===== src/rtl/serial_subtract_sequencer_if.sv =====
// Producer/consumer handshake bundle for the bit-serial subtractor: operands in, difference/borrow out.
// The master modport is the requester side; slave is the subtractor itself.
interface serial_subtract_sequencer_if #(
    parameter int DATA_WIDTH = 8
);
    logic                  Clear_In;
    logic                  In_Valid_In;
    logic                  In_Ready_Out;
    logic [DATA_WIDTH-1:0] Data_A_In;
    logic [DATA_WIDTH-1:0] Data_B_In;
    logic                  Out_Valid_Out;
    logic                  Out_Ready_In;
    logic [DATA_WIDTH-1:0] Difference_Out;
    logic                  Borrow_Out;

    modport master (
        output Clear_In,
        output In_Valid_In,
        input  In_Ready_Out,
        output Data_A_In,
        output Data_B_In,
        input  Out_Valid_Out,
        output Out_Ready_In,
        input  Difference_Out,
        input  Borrow_Out
    );

    modport slave (
        input  Clear_In,
        input  In_Valid_In,
        output In_Ready_Out,
        input  Data_A_In,
        input  Data_B_In,
        output Out_Valid_Out,
        input  Out_Ready_In,
        output Difference_Out,
        output Borrow_Out
    );
endinterface


===== src/rtl/serial_subtract_sequencer.sv =====
// Bit-serial A-B, LSB first through one 1-bit subtract cell; DATA_WIDTH cycles accept-to-valid.
// Busy (In_Ready_Out=0) from accept until the result is taken; a stalled result is held stable.
module serial_subtract_sequencer #(
    parameter int DATA_WIDTH = 8
) (
    input  logic                            Clk_In,
    input  logic                            Rst_n_In,
    serial_subtract_sequencer_if.slave      bus
);
    localparam int CNT_W = $clog2(DATA_WIDTH);
    localparam logic [CNT_W-1:0] CNT_LAST = CNT_W'(DATA_WIDTH - 1);

    if (DATA_WIDTH < 2 || DATA_WIDTH > 64) begin : g_bad_width
        $error("serial_subtract_sequencer: DATA_WIDTH must be 2..64");
    end

    typedef enum logic [1:0] {
        ST_IDLE = 2'd0,
        ST_RUN  = 2'd1,
        ST_DONE = 2'd2
    } state_e;

    state_e                state_q,    state_d;
    logic [DATA_WIDTH-1:0] a_sh_q,     a_sh_d;
    logic [DATA_WIDTH-1:0] b_sh_q,     b_sh_d;
    logic [DATA_WIDTH-1:0] res_sh_q,   res_sh_d;
    logic [DATA_WIDTH-1:0] diff_out_q, diff_out_d;
    logic                  borrow_q,   borrow_d;
    logic                  brw_out_q,  brw_out_d;
    logic [CNT_W-1:0]      cnt_q,      cnt_d;

    // Subtract cell: two chained half-subtractors, borrow-in from the flop.
    logic cell_a, cell_b, d1, b1, cell_diff, b2, cell_bout;

    assign cell_a    = a_sh_q[0];
    assign cell_b    = b_sh_q[0];
    assign d1        = cell_a ^ cell_b;
    assign b1        = ~cell_a & cell_b;
    assign cell_diff = d1 ^ borrow_q;
    assign b2        = ~d1 & borrow_q;
    assign cell_bout = b1 | b2;

    always_comb begin
        state_d    = state_q;
        a_sh_d     = a_sh_q;
        b_sh_d     = b_sh_q;
        res_sh_d   = res_sh_q;
        diff_out_d = diff_out_q;
        borrow_d   = borrow_q;
        brw_out_d  = brw_out_q;
        cnt_d      = cnt_q;

        unique case (state_q)
            ST_IDLE: begin
                if (bus.In_Valid_In) begin
                    a_sh_d   = bus.Data_A_In;
                    b_sh_d   = bus.Data_B_In;
                    res_sh_d = '0;
                    borrow_d = 1'b0;
                    cnt_d    = '0;
                    state_d  = ST_RUN;
                end
            end
            ST_RUN: begin
                a_sh_d   = a_sh_q >> 1;
                b_sh_d   = b_sh_q >> 1;
                res_sh_d = {cell_diff, res_sh_q[DATA_WIDTH-1:1]};
                borrow_d = cell_bout;
                if (cnt_q == CNT_LAST) begin
                    diff_out_d = {cell_diff, res_sh_q[DATA_WIDTH-1:1]};
                    brw_out_d  = cell_bout;
                    state_d    = ST_DONE;
                end else begin
                    cnt_d = cnt_q + CNT_W'(1);
                end
            end
            ST_DONE: begin
                if (bus.Out_Ready_In) begin
                    state_d = ST_IDLE;
                end
            end
            default: begin
                state_d = ST_IDLE;
            end
        endcase

        // Abort wins over every handshake and must not publish a half-finished result.
        if (bus.Clear_In) begin
            state_d    = ST_IDLE;
            diff_out_d = diff_out_q;
            brw_out_d  = brw_out_q;
        end
    end

    always_ff @(posedge Clk_In) begin
        if (!Rst_n_In) begin
            state_q    <= ST_IDLE;
            a_sh_q     <= '0;
            b_sh_q     <= '0;
            res_sh_q   <= '0;
            diff_out_q <= '0;
            borrow_q   <= 1'b0;
            brw_out_q  <= 1'b0;
            cnt_q      <= '0;
        end else begin
            state_q    <= state_d;
            a_sh_q     <= a_sh_d;
            b_sh_q     <= b_sh_d;
            res_sh_q   <= res_sh_d;
            diff_out_q <= diff_out_d;
            borrow_q   <= borrow_d;
            brw_out_q  <= brw_out_d;
            cnt_q      <= cnt_d;
        end
    end

    assign bus.In_Ready_Out   = (state_q == ST_IDLE);
    assign bus.Out_Valid_Out  = (state_q == ST_DONE);
    assign bus.Difference_Out = diff_out_q;
    assign bus.Borrow_Out     = brw_out_q;
endmodule

===== src/flat_wrapper.sv =====
// flat-port wrapper written by rule: the top's interface ports become plain ports
module serial_subtract_sequencer_flat 
#(
    parameter int DATA_WIDTH = 8
)
  (Clk_In, Rst_n_In, bus_Clear_In, bus_In_Valid_In, bus_In_Ready_Out, bus_Data_A_In, bus_Data_B_In, bus_Out_Valid_Out, bus_Out_Ready_In, bus_Difference_Out, bus_Borrow_Out);
  serial_subtract_sequencer_if #(.DATA_WIDTH(DATA_WIDTH)) bus_i ();
  input  logic Clk_In;
  input  logic Rst_n_In;
  input wire logic [$bits(bus_i.Clear_In)-1:0] bus_Clear_In;
  input wire logic [$bits(bus_i.In_Valid_In)-1:0] bus_In_Valid_In;
  output wire logic [$bits(bus_i.In_Ready_Out)-1:0] bus_In_Ready_Out;
  input wire logic [$bits(bus_i.Data_A_In)-1:0] bus_Data_A_In;
  input wire logic [$bits(bus_i.Data_B_In)-1:0] bus_Data_B_In;
  output wire logic [$bits(bus_i.Out_Valid_Out)-1:0] bus_Out_Valid_Out;
  input wire logic [$bits(bus_i.Out_Ready_In)-1:0] bus_Out_Ready_In;
  output wire logic [$bits(bus_i.Difference_Out)-1:0] bus_Difference_Out;
  output wire logic [$bits(bus_i.Borrow_Out)-1:0] bus_Borrow_Out;
  assign bus_i.Clear_In = bus_Clear_In;
  assign bus_i.In_Valid_In = bus_In_Valid_In;
  assign bus_In_Ready_Out = bus_i.In_Ready_Out;
  assign bus_i.Data_A_In = bus_Data_A_In;
  assign bus_i.Data_B_In = bus_Data_B_In;
  assign bus_Out_Valid_Out = bus_i.Out_Valid_Out;
  assign bus_i.Out_Ready_In = bus_Out_Ready_In;
  assign bus_Difference_Out = bus_i.Difference_Out;
  assign bus_Borrow_Out = bus_i.Borrow_Out;
  serial_subtract_sequencer #(.DATA_WIDTH(DATA_WIDTH)) u_core (.Clk_In(Clk_In), .Rst_n_In(Rst_n_In), .bus(bus_i));
endmodule

===== config.mk =====
export PLATFORM = sky130hd
export DESIGN_NAME = serial_subtract_sequencer_flat
export DESIGN_NICKNAME = d
export VERILOG_FILES = /design/src/rtl/serial_subtract_sequencer_if.sv /design/src/rtl/serial_subtract_sequencer.sv /design/src/flat_wrapper.sv
export SDC_FILE = /design/constraint.sdc
export NUM_CORES = 1
export LEC_CHECK = 0
export ABC_AREA = 0
export BUFFER_PORTS_ARGS = -buffer_cell sky130_fd_sc_hd__buf_2
export CORE_ASPECT_RATIO = 1.4
export CORE_MARGIN = 5
export CORE_UTILIZATION = 60
export CTS_BUF_LIST = sky130_fd_sc_hd__clkbuf_8
export CTS_CLUSTER_SIZE = 8
export DETAILED_ROUTE_END_ITERATION = 8
export PLACE_DENSITY = 0.85
export SYNTH_ARGS = -nofsm -noshare
export SYNTH_HDL_FRONTEND = slang
export SYNTH_SLANG_ARGS = --single-unit

===== constraint.sdc =====
create_clock -name Clk_In -period 2.3 [get_ports Clk_In]
set_input_delay 0.23 -clock Clk_In [delete_from_list [all_inputs] [get_ports Clk_In]]
set_output_delay 0.23 -clock Clk_In [all_outputs]
set_load 0.05 [all_outputs]

==> flow_summary.ini <==
[outcome]
status = complete, no violations

[pwr]
share_clk_of_total_power = 0.400
cellPowerDensity_mw_per_mm2 = 710
cell_internal_pwr_w = 0.00106
seq_power_share = 0.511
combinationalPowerShare = 0.089
p_leak_nw = 0.887
fraction_of_power_spent_switching_nets = 0.224
worst_ir_drop_vdd_uv = 662
power.net_switching_w = 0.000306

[drt]
wl_per_cell_um = 13.5
drt-total-wl_mm = 3.08
drc = 0
num_vias = 1235
initialDrtViolationCount = 14
antenna_violating_nets_left = 0
detailedRoute.firstPassIterationCount = 4
vias_per_cell = 5.42

[yosys]
synth_top_cells_by_area = dfxtp_1 45%, mux2i_1 14%, o211a_1 8.2%
portion_of_synthesized_cell_area_occupied_by_the_leading_cell_type = 0.447
yosys_most_used_dff = dfxtp_1
mux_contribution_to_synthesized_area = 0.135
synth.top_cells.by_count = 38 x dfxtp_1, 23 x mux2i_1, 20 x nor2b_1
synth.net_count = 187
synth_top_cell_by_area = dfxtp_1
synth_async_sr_flop_share = 0
largest_family_of_logic_cells_by_synthesized_area = compound AO/OA/AOI/OAI gates
synth_edf_count = 0
syn_inst = 163
yosysSeqAreaShare = 0.447
post_synth_num_cell_types = 25
synthesis.area_sq_mm = 0.00170
synthSimpleGateAreaFrac = 0.148
synth-seq-cells = 38
syn_area_per_cell_sq_um = 10.4
synth_compound_gate_area_share = 0.172
synthesis.yosys.warnings = 0
yosys.cell_count.top_type = dfxtp_1
synth_xor_xnor_area_share = 0
yosys.area_share.adder = 0.0265

[sta]
clock-skew-final_ns = 0.00462
grt_setup_unrepaired = no
setup_ws_final_ns = 0.480
fin_setup_tns_ns = 0
slew_headroom = 0.581
hold_viol_final = 0
final_min_period_over_clock_period = 0.791
worst_slew_pin_slew_ns = 0.627
finalWorstPathRequiredPeriod_ns = 1.82
whs_ns = 0.245
final-max-slew-violation-count = 0
final-setup-viol-count = 0
clock.fmax_mhz = 549

[cts]
postCtsHoldBufs = 0
clock_path_buffers = 2
number_of_buffers_added_by_the_clock_tree_synthesis_step = 5
cts.clk_slew.worst_paths_ns = 0.07
root_buffer_cell = clkbuf_8
clk-insertion-delay-late_ns = 0.29
cts_repair_resize_count = 0
h-tree-depth = 2
postCtsSetupRepairBufs = 0
cts.sinks = 38
tritoncts = done

[setup_path]
crit-reg2reg-launch = u_core.cnt_q[0]$_SDFFE_PN0P_
regToRegSetupSlack_ns = 0.48
critical_path.startpoint_type = flop
rr_endpoint = u_core.bus.Difference_Out[4]$_SDFFE_PN0P_
reg2regPathDepth = 5
critPathArrivalTime_ns = 2.00
worst_setup_path_end_kind = flop
worst_path_class_setup = reg2reg
startpoint = u_core.cnt_q[0]$_SDFFE_PN0P_
crit_required_ns = 2.48
cp_max_fo = 10

[run]
drv.max_cap_violation_count = 0

[place]
preCtsSetupSlack_ns = 0.492
place.port_buffers = 31
finalWeightedCongestion = 0.800
hpwl_mm = 2.23

[finish]
area_added_between_synthesis_and_finish_pct = 13.1
layout-drive-gt1-share = 0.220
n_antenna_cell = 0
final_nets = 214

[worst_hold_path]
timing.hold.worst_endpoint = u_core.b_sh_q[7]$_SDFFE_PN0P_
hold_class = in2reg
hold-path-cell-count = 3
hold_start = bus_Data_B_In[7]

[global_route]
grt_overflow = 0
grt_antenna_before_repair = 0
first_global_vias = 1241
grtUsageTotal = 0.185
grt_start_max_net_pins = 38
first_pass_grt_wire_length_mm = 5.40

[die]
placement_rows = 23
start_util = 0.610
core_area_sq_mm = 0.00279
die_w_um = 55.0
ports = 32
die_h_um = 73.0
die_area_sq_mm = 0.00402
==> final cells by class <==
| cell class | count | area, sq um |
|---|---|---|
| Fill cell | 225 | 866 |
| Multi-Input combinational cell | 107 | 821 |
| Sequential cell | 38 | 761 |
| Timing Repair Buffer | 33 | 170 |
| Clock buffer | 5 | 68.8 |
| Tap cell | 37 | 46.3 |
| Clock inverter | 3 | 40.0 |
| Inverter | 5 | 18.8 |
==> cell families (layout without fill, tap and decap cells) <==
family	Yosys count	count (layout)
AND/OR/NAND/NOR	48	48
AO/OA/AOI/OAI	33	33
flip-flops	38	38
adder cells (fa/ha/maj)	3	3
buffers and inverters	18	46
multiplexers	23	23
==> critical path: stages, from the launching register on <==
cell and delay [ns]:
dfxtp_1 0.38, ha_1 0.17, ha_1 0.27, and4bb_1 0.56, mux2i_1 0.26, nor2b_1 0.07
==> per-stage QoR <==
| step | utilization | instance area (sq um) | std cells | total power (W) |
|---|---|---|---|---|
| detailed placement | 0.651 | 1820 | 220 | 0.000836 |
| finish | 0.690 | 1930 | 228 | 0.00137 |
| global route | 0.690 | 1930 | 228 | 0.00144 |
| CTS | 0.690 | 1930 | 228 | 0.00139 |
| global placement | 0.651 | 1820 | 220 | 0.000829 |
| floorplan | - | 1700 | 163 | 0.000810 |
==> sequential cells by signal, indices dropped and copies added (netlist names) <==
| signal | flops |
|---|---|
| u_core.res_sh_q | 7 |
| u_core.a_sh_q | 8 |
| u_core.borrow_q | 1 |
| u_core.cnt_q | 3 |
| u_core.bus.Borrow_Out | 1 |
| u_core.state_q | 2 |
| u_core.b_sh_q | 8 |
| u_core.bus.Difference_Out | 8 |
==> routing by layer <==
layer	part of all wire	wire, um	global-route usage	vias up
li1	-	-	-	623
met3	0.046	143	0.0634	7
met5	0	0	0	-
met1	0.42	1290	0.214	577
met4	0.023	71	0.0919	0
met2	0.51	1570	0.296	28
==> cells in the final DEF, fill, tap and decap left out, types with 2 or more instances in the layout <==
| cell type | Yosys | final |
|---|---|---|
| a22oi_1 | 9 | 9 |
| dfxtp_1 | 38 | 38 |
| buf_2 | 1 | 31 |
| a21boi_0 | 3 | 3 |
| nand2_1 | 19 | 19 |
| buf_4 | 2 | 2 |
| inv_1 | 5 | 5 |
| nor2b_1 | 20 | 20 |
| a32oi_1 | 4 | 4 |
| clkbuf_8 | 0 | 5 |
| o211a_1 | 14 | 14 |
| nor2_1 | 3 | 3 |
| mux2i_1 | 23 | 23 |
| clkinv_2 | 0 | 2 |
| ha_1 | 2 | 2 |
==> worst max-delay path by stage <==
| stage | endpoint | cells past startpoint |
|---|---|---|
| 6_report | u_core.bus.Difference_Out[4]$_SDFFE_PN0P_ | 5 |
| 5_1_grt | u_core.bus.Difference_Out[4]$_SDFFE_PN0P_ | 5 |
| 4_1_cts | u_core.bus.Difference_Out[5]$_SDFFE_PN0P_ | 5 |
| 3_5_place_dp | u_core.bus.Difference_Out[0]$_SDFFE_PN0P_ | 5 |
| 3_3_place_gp | u_core.bus.Difference_Out[7]$_SDFFE_PN0P_ | 5 |
| 2_1_floorplan | u_core.state_q[1]$_SDFFE_PP0P_ | 3 |
==> power by group through the flow <==
stage	registers (W)	clock network [W]	logic, W
floorplan	0.000708	0	0.000102
global placement	0.000711	0	0.000117
detailed placement	0.000713	0	0.000123
CTS	0.000698	0.000568	0.000123
global route	0.000702	0.000598	0.000137
finish	0.000698	0.000547	0.000121
(Power assumes the default switching activity.)
